### src/rtl/uart_rx_fifo_if.sv
// rtl/uart_rx_fifo_if.sv - receiver/CSR side signal bundle of the UART receive FIFO
interface uart_rx_fifo_if #(
  parameter int AW = 4
) ();
  logic          rx_valid_i;
  logic [7:0]    rx_data_i;
  logic          rx_frame_err_i;
  logic          rx_finish_o;
  logic          pop_i;
  logic [7:0]    rd_data_o;
  logic          rd_err_o;
  logic          empty_o;
  logic          full_o;
  logic [AW:0]   level_o;
  logic          overflow_o;
  logic          ovf_clr_i;
  logic          irq_o;

  modport master (
    output rx_valid_i, rx_data_i, rx_frame_err_i, pop_i, ovf_clr_i,
    input  rx_finish_o, rd_data_o, rd_err_o, empty_o, full_o, level_o, overflow_o, irq_o
  );

  modport slave (
    input  rx_valid_i, rx_data_i, rx_frame_err_i, pop_i, ovf_clr_i,
    output rx_finish_o, rd_data_o, rd_err_o, empty_o, full_o, level_o, overflow_o, irq_o
  );
endinterface

### src/rtl/uart_rx_fifo.sv
// rtl/uart_rx_fifo.sv - UART receive FIFO with show-ahead head and coalesced irq
// Define UART_RX_FIFO_ERR_EN to store frame-errored bytes with their flag instead of dropping them.
module uart_rx_fifo #(
  parameter int DEPTH         = 16,
  parameter int AW            = 4,
  parameter int IRQ_THRESHOLD = 2,
  parameter int TIMEOUT       = 500000
) (
  input  logic            wb_clk_i,
  input  logic            wb_rst_i,
  uart_rx_fifo_if.slave   bus
);

`ifdef UART_RX_FIFO_ERR_EN
  localparam int W = 9;
`else
  localparam int W = 8;
`endif

  localparam logic [AW:0] FULL_LEVEL = (AW+1)'(DEPTH);
  localparam logic [AW:0] THR_LEVEL  = (AW+1)'(IRQ_THRESHOLD);
  localparam logic [31:0] TMO_LAST   = 32'(TIMEOUT - 1);

  logic [W-1:0]  mem [DEPTH];
  logic [W-1:0]  entry;
  logic [W-1:0]  head;
  logic [AW-1:0] wp;
  logic [AW-1:0] rp;
  logic [AW:0]   level;
  logic [AW:0]   level_nxt;
  logic [31:0]   idle_cnt;
  logic          overflow;
  logic          rx_finish;
  logic          irq;
  logic          empty;
  logic          full;
  logic          byte_ok;
  logic          push;
  logic          pop;
  logic          ovf_set;
  logic          thr_hit;
  logic          tmo_hit;

`ifdef UART_RX_FIFO_ERR_EN
  assign byte_ok = 1'b1;
  assign entry   = {bus.rx_frame_err_i, bus.rx_data_i};
`else
  assign byte_ok = !bus.rx_frame_err_i;
  assign entry   = bus.rx_data_i;
`endif

  assign empty   = (level == '0);
  assign full    = (level == FULL_LEVEL);
  // a pop on a full FIFO frees the slot the same-cycle push lands in
  assign push    = bus.rx_valid_i && byte_ok && (!full || bus.pop_i);
  assign pop     = bus.pop_i && !empty;
  assign ovf_set = bus.rx_valid_i && byte_ok && full && !bus.pop_i;
  assign tmo_hit = !empty && (idle_cnt == TMO_LAST);

  always_comb begin
    level_nxt = level;
    if (push && !pop)
      level_nxt = level + 1'b1;
    else if (pop && !push)
      level_nxt = level - 1'b1;
  end

  assign thr_hit = (level < THR_LEVEL) && (level_nxt >= THR_LEVEL);

  always_ff @(posedge wb_clk_i) begin
    if (push)
      mem[wp] <= entry;
  end

  always_ff @(posedge wb_clk_i or posedge wb_rst_i) begin
    if (wb_rst_i) begin
      wp        <= '0;
      rp        <= '0;
      level     <= '0;
      idle_cnt  <= '0;
      overflow  <= 1'b0;
      rx_finish <= 1'b0;
      irq       <= 1'b0;
    end else begin
      if (push)
        wp <= wp + 1'b1;
      if (pop)
        rp <= rp + 1'b1;
      level     <= level_nxt;
      rx_finish <= push;
      irq       <= thr_hit || tmo_hit;
      // set wins over a same-cycle clear
      if (ovf_set)
        overflow <= 1'b1;
      else if (bus.ovf_clr_i)
        overflow <= 1'b0;
      if (push || pop || tmo_hit || empty)
        idle_cnt <= '0;
      else
        idle_cnt <= idle_cnt + 1'b1;
    end
  end

  assign head            = mem[rp];
  assign bus.rd_data_o   = empty ? 8'h00 : head[7:0];
`ifdef UART_RX_FIFO_ERR_EN
  assign bus.rd_err_o    = empty ? 1'b0 : head[8];
`else
  assign bus.rd_err_o    = 1'b0;
`endif
  assign bus.empty_o     = empty;
  assign bus.full_o      = full;
  assign bus.level_o     = level;
  assign bus.overflow_o  = overflow;
  assign bus.rx_finish_o = rx_finish;
  assign bus.irq_o       = irq;

endmodule

### src/flat_wrapper.sv
// flat-port wrapper written by rule: the top's interface ports become plain ports
module uart_rx_fifo_flat 
#(
  parameter int DEPTH         = 16,
  parameter int AW            = 4,
  parameter int IRQ_THRESHOLD = 2,
  parameter int TIMEOUT       = 500000
)
  (wb_clk_i, wb_rst_i, bus_rx_valid_i, bus_rx_data_i, bus_rx_frame_err_i, bus_pop_i, bus_ovf_clr_i, bus_rx_finish_o, bus_rd_data_o, bus_rd_err_o, bus_empty_o, bus_full_o, bus_level_o, bus_overflow_o, bus_irq_o);
  uart_rx_fifo_if #(.AW(AW)) bus_i ();
  input  logic wb_clk_i;
  input  logic wb_rst_i;
  input wire logic [$bits(bus_i.rx_valid_i)-1:0] bus_rx_valid_i;
  input wire logic [$bits(bus_i.rx_data_i)-1:0] bus_rx_data_i;
  input wire logic [$bits(bus_i.rx_frame_err_i)-1:0] bus_rx_frame_err_i;
  input wire logic [$bits(bus_i.pop_i)-1:0] bus_pop_i;
  input wire logic [$bits(bus_i.ovf_clr_i)-1:0] bus_ovf_clr_i;
  output wire logic [$bits(bus_i.rx_finish_o)-1:0] bus_rx_finish_o;
  output wire logic [$bits(bus_i.rd_data_o)-1:0] bus_rd_data_o;
  output wire logic [$bits(bus_i.rd_err_o)-1:0] bus_rd_err_o;
  output wire logic [$bits(bus_i.empty_o)-1:0] bus_empty_o;
  output wire logic [$bits(bus_i.full_o)-1:0] bus_full_o;
  output wire logic [$bits(bus_i.level_o)-1:0] bus_level_o;
  output wire logic [$bits(bus_i.overflow_o)-1:0] bus_overflow_o;
  output wire logic [$bits(bus_i.irq_o)-1:0] bus_irq_o;
  assign bus_i.rx_valid_i = bus_rx_valid_i;
  assign bus_i.rx_data_i = bus_rx_data_i;
  assign bus_i.rx_frame_err_i = bus_rx_frame_err_i;
  assign bus_i.pop_i = bus_pop_i;
  assign bus_i.ovf_clr_i = bus_ovf_clr_i;
  assign bus_rx_finish_o = bus_i.rx_finish_o;
  assign bus_rd_data_o = bus_i.rd_data_o;
  assign bus_rd_err_o = bus_i.rd_err_o;
  assign bus_empty_o = bus_i.empty_o;
  assign bus_full_o = bus_i.full_o;
  assign bus_level_o = bus_i.level_o;
  assign bus_overflow_o = bus_i.overflow_o;
  assign bus_irq_o = bus_i.irq_o;
  uart_rx_fifo #(.DEPTH(DEPTH), .AW(AW), .IRQ_THRESHOLD(IRQ_THRESHOLD), .TIMEOUT(TIMEOUT)) u_core (.wb_clk_i(wb_clk_i), .wb_rst_i(wb_rst_i), .bus(bus_i));
endmodule
### config.mk
export PLATFORM = sky130hd
export DESIGN_NAME = uart_rx_fifo_flat
export DESIGN_NICKNAME = d
export VERILOG_FILES = /design/src/rtl/uart_rx_fifo_if.sv /design/src/rtl/uart_rx_fifo.sv /design/src/flat_wrapper.sv
export SDC_FILE = /design/constraint.sdc
export NUM_CORES = 1
export LEC_CHECK = 0
export ABC_AREA = 1
export ABC_CLOCK_PERIOD_IN_PS = 2400
export CORE_MARGIN = 2
export CORE_UTILIZATION = 49
export CTS_CLUSTER_DIAMETER = 150
export DETAILED_ROUTE_END_ITERATION = 8
export PLACE_DENSITY = 0.67
export SLEW_MARGIN = 40
export SYNTH_ARGS = -nofsm -noshare
export SYNTH_HDL_FRONTEND = slang
export SYNTH_SLANG_ARGS = --single-unit
### constraint.sdc
create_clock -name wb_clk_i -period 2.4 [get_ports wb_clk_i]
set_clock_uncertainty 0.1 [all_clocks]
set_input_delay 0.48 -clock wb_clk_i [delete_from_list [all_inputs] [get_ports wb_clk_i]]
set_output_delay 0.48 -clock wb_clk_i [all_outputs]
set_load 0.02 [all_outputs]
==> results.md <==
* Post-synthesis net count at 762
* Setup Crit Path Kind: flop to output port
* Final setup viols at 8
* Antenna cells at 0
* Mapped Cells at 740
* Max clock buf depth at 2
* CTS clk-pin slew, worst paths at 70 ps
* Multi-input logic area at 2750 µm²
* # DRC at 0
* RSZ-0062 raised after global routing: yes
* Failing checks: setup timing
* Initial antenna violation count at 0
* CTS root buffer: clkbuf_16
* Final Critical Period at 2660 ps
* Initial Util at 50.2%
* Layout cells sized above 1 at 24.0%
* HPWL after DPL at 12.2 mm
* CP dominant cell by count: buf_12
* CTS tree: done
* Vias at 5,952
* Share of power burned in registers at 32.6%
* Cell internal pwr at 7.12 mW
* Die Span X at 132 µm
* Worst setup margin at -255 ps
* Register area share after synthesis at 63.3%
* Vias per cell at 5.59
* GRT Total Usage at 23.2%
* Clock share of power at 22.4%
* Global route overflow at 0
* Final WL at 19.4 mm
* Power per cell area at 1110 nW/µm²
* First-pass iteration count of the detailed router at 5
* MaxCap Viol Count at 0
* Antenna viol nets, final at 0
* Routability-driven placement congestion ratio at 0.926
* Mean Syn Cell Area at 10.8 µm²
* Cells after DPL at 1,011
* Die area at 17,300 µm²
* Critical path peak fanout at 5
* Vias in the first global route at 6,127
* Sw Pwr at 4.06 mW
* FP Rows at 46
* Largest net degree at the start of global routing at 33
* Worst EP arrival at 2080 ps
* Drt wl/cell at 18.2 µm
* Core ar. at 15,900 µm²
* Critical Path RT at 1820 ps
* Max-slew violation count at 0
* Inserted Clock Buffers at 17
* Synthesis Warnings at 0
* Worst vdd ir at 0.747 mV
* CP Capture Type: output port
* Final net count at 859
* Sequential Area at 5050 µm²
* Fillcell total at 1,237
* CP Launch Type: flop
* Non-filler cells, final at 1,065
* Detailed Route Iter0 Violations at 482
* Die Y at 132 µm
* H-Tree Depth at 4
* Synthesized area at 7970 µm²
* Crit path cell chain: inv_4 > buf_12 > buf_12 > buf_16 > o21ai_2 > o221ai_2 > nand3_1 > a21oi_2 > buf_6
* Port Buffers at 31
* Comb pwr share at 45.0%
* Worst Tran Pin Value at 612 ps
* Maximum clock rate at 377 MHz
* Post-layout util at 63.2%
* CP peak stage delay at 440 ps
* Area growth syn-to-layout at 25.8%
* TritonCTS Sinks at 176
* IO Pins at 33
* Worst hold path class: input pin to asynchronous set/reset pin
* First-pass GRT wire length at 31.2 mm
* Crit-path slowest cell: dfrtp_2
* Distinct cells, synth at 34
* Tot Pwr at 11.2 mW
* Slew Limit Headroom at 59.0%
* Final cycle utilization of the critical path at 111%
* Hold violation count in the final report at 0
* Leak Pwr at 3.66 nW
* Net Sw Frac at 36.3%
* Skew-Pair Late Insertion Delay at 440 ps
* Status: finished with violations
* Synth Register Bits at 176
[Yosys cell counts]
cell type / n / area [µm²]
clkinv_1: 1 / 3.75
nand2_4: 2 / 22.5
inv_1: 49 / 184
nor3_1: 14 / 70.1
o22ai_1: 11 / 68.8
nor4_2: 1 / 12.5
xnor2_1: 8 / 70.1
edfxtp_1: 128 / 3840
nand3_2: 2 / 20.0
nand3_1: 29 / 145
nand4_4: 1 / 21.3
buf_4: 1 / 7.51
nand4_1: 19 / 119
nand3_4: 1 / 17.5
xor2_1: 25 / 219
o221ai_1: 22 / 193
nor3_2: 2 / 20.0
clkbuf_1: 17 / 63.8
nor2_1: 129 / 484
ha_1: 8 / 100
nor2_8: 1 / 20.0
buf_6: 4 / 45.0
nor2_2: 24 / 150
a21oi_1: 9 / 45.0
nor3_4: 1 / 16.3
o21ai_0: 72 / 360
nor4_1: 6 / 37.5
nand2_1: 87 / 327
buf_2: 7 / 35.0
inv_2: 7 / 26.3
conb_1: 1 / 3.75
nand3b_1: 1 / 7.51
dfrtp_1: 48 / 1200
nand2_2: 2 / 12.5
[layout by cell type, fill, tap and decap left out, types with 5 or more instances in the layout]
cell | synthesis | layout
inv_1 | 49 | 46
buf_4 | 1 | 47
o21ai_2 | 0 | 12
nor4_1 | 6 | 6
o221ai_1 | 22 | 14
xor2_1 | 25 | 25
o21ai_1 | 0 | 20
buf_16 | 0 | 5
nor2_2 | 24 | 32
a21oi_2 | 0 | 7
edfxtp_1 | 128 | 128
clkbuf_16 | 0 | 20
ha_1 | 8 | 8
inv_2 | 7 | 8
o21ai_0 | 72 | 40
buf_6 | 4 | 15
nand4_1 | 19 | 19
nand3_1 | 29 | 27
dfrtp_1 | 48 | 47
clkdlybuf4s50_1 | 0 | 21
nor3_1 | 14 | 14
buf_12 | 0 | 13
nor2_1 | 129 | 118
o221ai_2 | 0 | 8
o22ai_1 | 11 | 9
xnor2_1 | 8 | 8
nand2_1 | 87 | 87
[cells by family (layout without fill, tap and decap cells)]
group | Yosys count | count (layout) | synth area share, %
AOI/OAI and AO/OA | 114 | 114 | 8.36
buffers and inverters | 86 | 195 | 4.58
and+or+nand+nor | 322 | 322 | 18.8
DFF | 176 | 176 | 63.3
other | 1 | 1 | 0.0470
xor gates and xnor gates | 33 | 33 | 3.63
adders and majority gates | 8 | 8 | 1.26
[state kept, by name, summed over array words and instances (netlist names)]
name / cells
u_core.mem: 128
u_core.idle_cnt: 32
u_core.bus.level_o: 5
u_core.rp: 4
u_core.wp: 4
u_core.bus.irq_o: 1
u_core.bus.overflow_o: 1
u_core.bus.rx_finish_o: 1
[path summary, 6_finish.rpt]
| path | startpoint | to | slack [ps] | depth (start not counted) |
|---|---|---|---|---|
| worst max-delay path | u_core.rp[0]$_DFFE_PP0P_ | bus_rd_data_o[4] | -260 | 9 |
| worst min-delay path | wb_rst_i | u_core.bus.level_o[4]$_DFF_PP0_ | 270 | 2 |
| worst max register to register | u_core.bus.level_o[1]$_DFF_PP0_ | u_core.idle_cnt[18]$_DFF_PP0_ | 380 | 11 |
| worst min register to register | u_core.idle_cnt[0]$_DFF_PP0_ | u_core.idle_cnt[0]$_DFF_PP0_ | 390 | 1 |
| max in group asynchronous | wb_rst_i | u_core.idle_cnt[12]$_DFF_PP0_ | 1390 | 3 |
| min in group wb_clk_i | u_core.idle_cnt[0]$_DFF_PP0_ | u_core.idle_cnt[0]$_DFF_PP0_ | 390 | 1 |
[power by group through the flow]
stage / registers (mW) / clock network [mW] / logic, mW
floorplan: 3.74 / 0 / 2.08
global placement: 3.68 / 0 / 3.55
detailed placement: 3.69 / 0 / 3.62
CTS: 3.63 / 2.51 / 4.60
global route: 3.67 / 2.66 / 5.37
finish: 3.65 / 2.50 / 5.03
[stage by stage]
| stage | TNS [ps] | hold slack, ps | setup WS (ps) | cell area (µm²) |
|---|---|---|---|---|
| finish | -1530 | 273 | -255 | 10000 |
| global route | -2200 | 298 | -337 | 10000 |
| CTS | -1420 | 275 | -188 | 9870 |
| detailed placement | -1440 | 384 | -219 | 8880 |
| global placement | -1270 | 388 | -198 | 8880 |
| floorplan | 0 | 353 | 219 | 7970 |
[cell type report]
type / count / share of cell area [%]
clock buffer: 17 / 4.24
clock inverter: 14 / 0.923
inverter: 57 / 2.18
multi-input combinational: 478 / 27.4
sequential: 176 / 50.3
tap: 216 / 2.69
timing repair buffer: 107 / 12.3
[critical path, delay by kind of cell, from the launching register on]
family / cells / cell delay (ps)
buffers and inverters: 5 / 620
DFF: 1 / 440
AOI/OAI and AO/OA: 3 / 440
and+or+nand+nor: 1 / 120
[what timing repair did]
| action | 4_1_cts | 5_1_grt |
|---|---|---|
| gates resized for setup | 118 | 45 |
| setup buffers | 12 | 5 |
| cloned | 7 | 3 |
| pin swaps | 30 | 25 |
| hold buffers | 0 | 0 |
| setup endpoints to repair | 10 | 10 |
[metal layers]
metal  global-route usage, %  wire (µm)
met1                    29.2       7970
met2                    37.9       9670
met3                    5.71       1160
met4                    11.1        625
met5                       0          0
No activity file was read; power rests on OpenSTA's default activity.
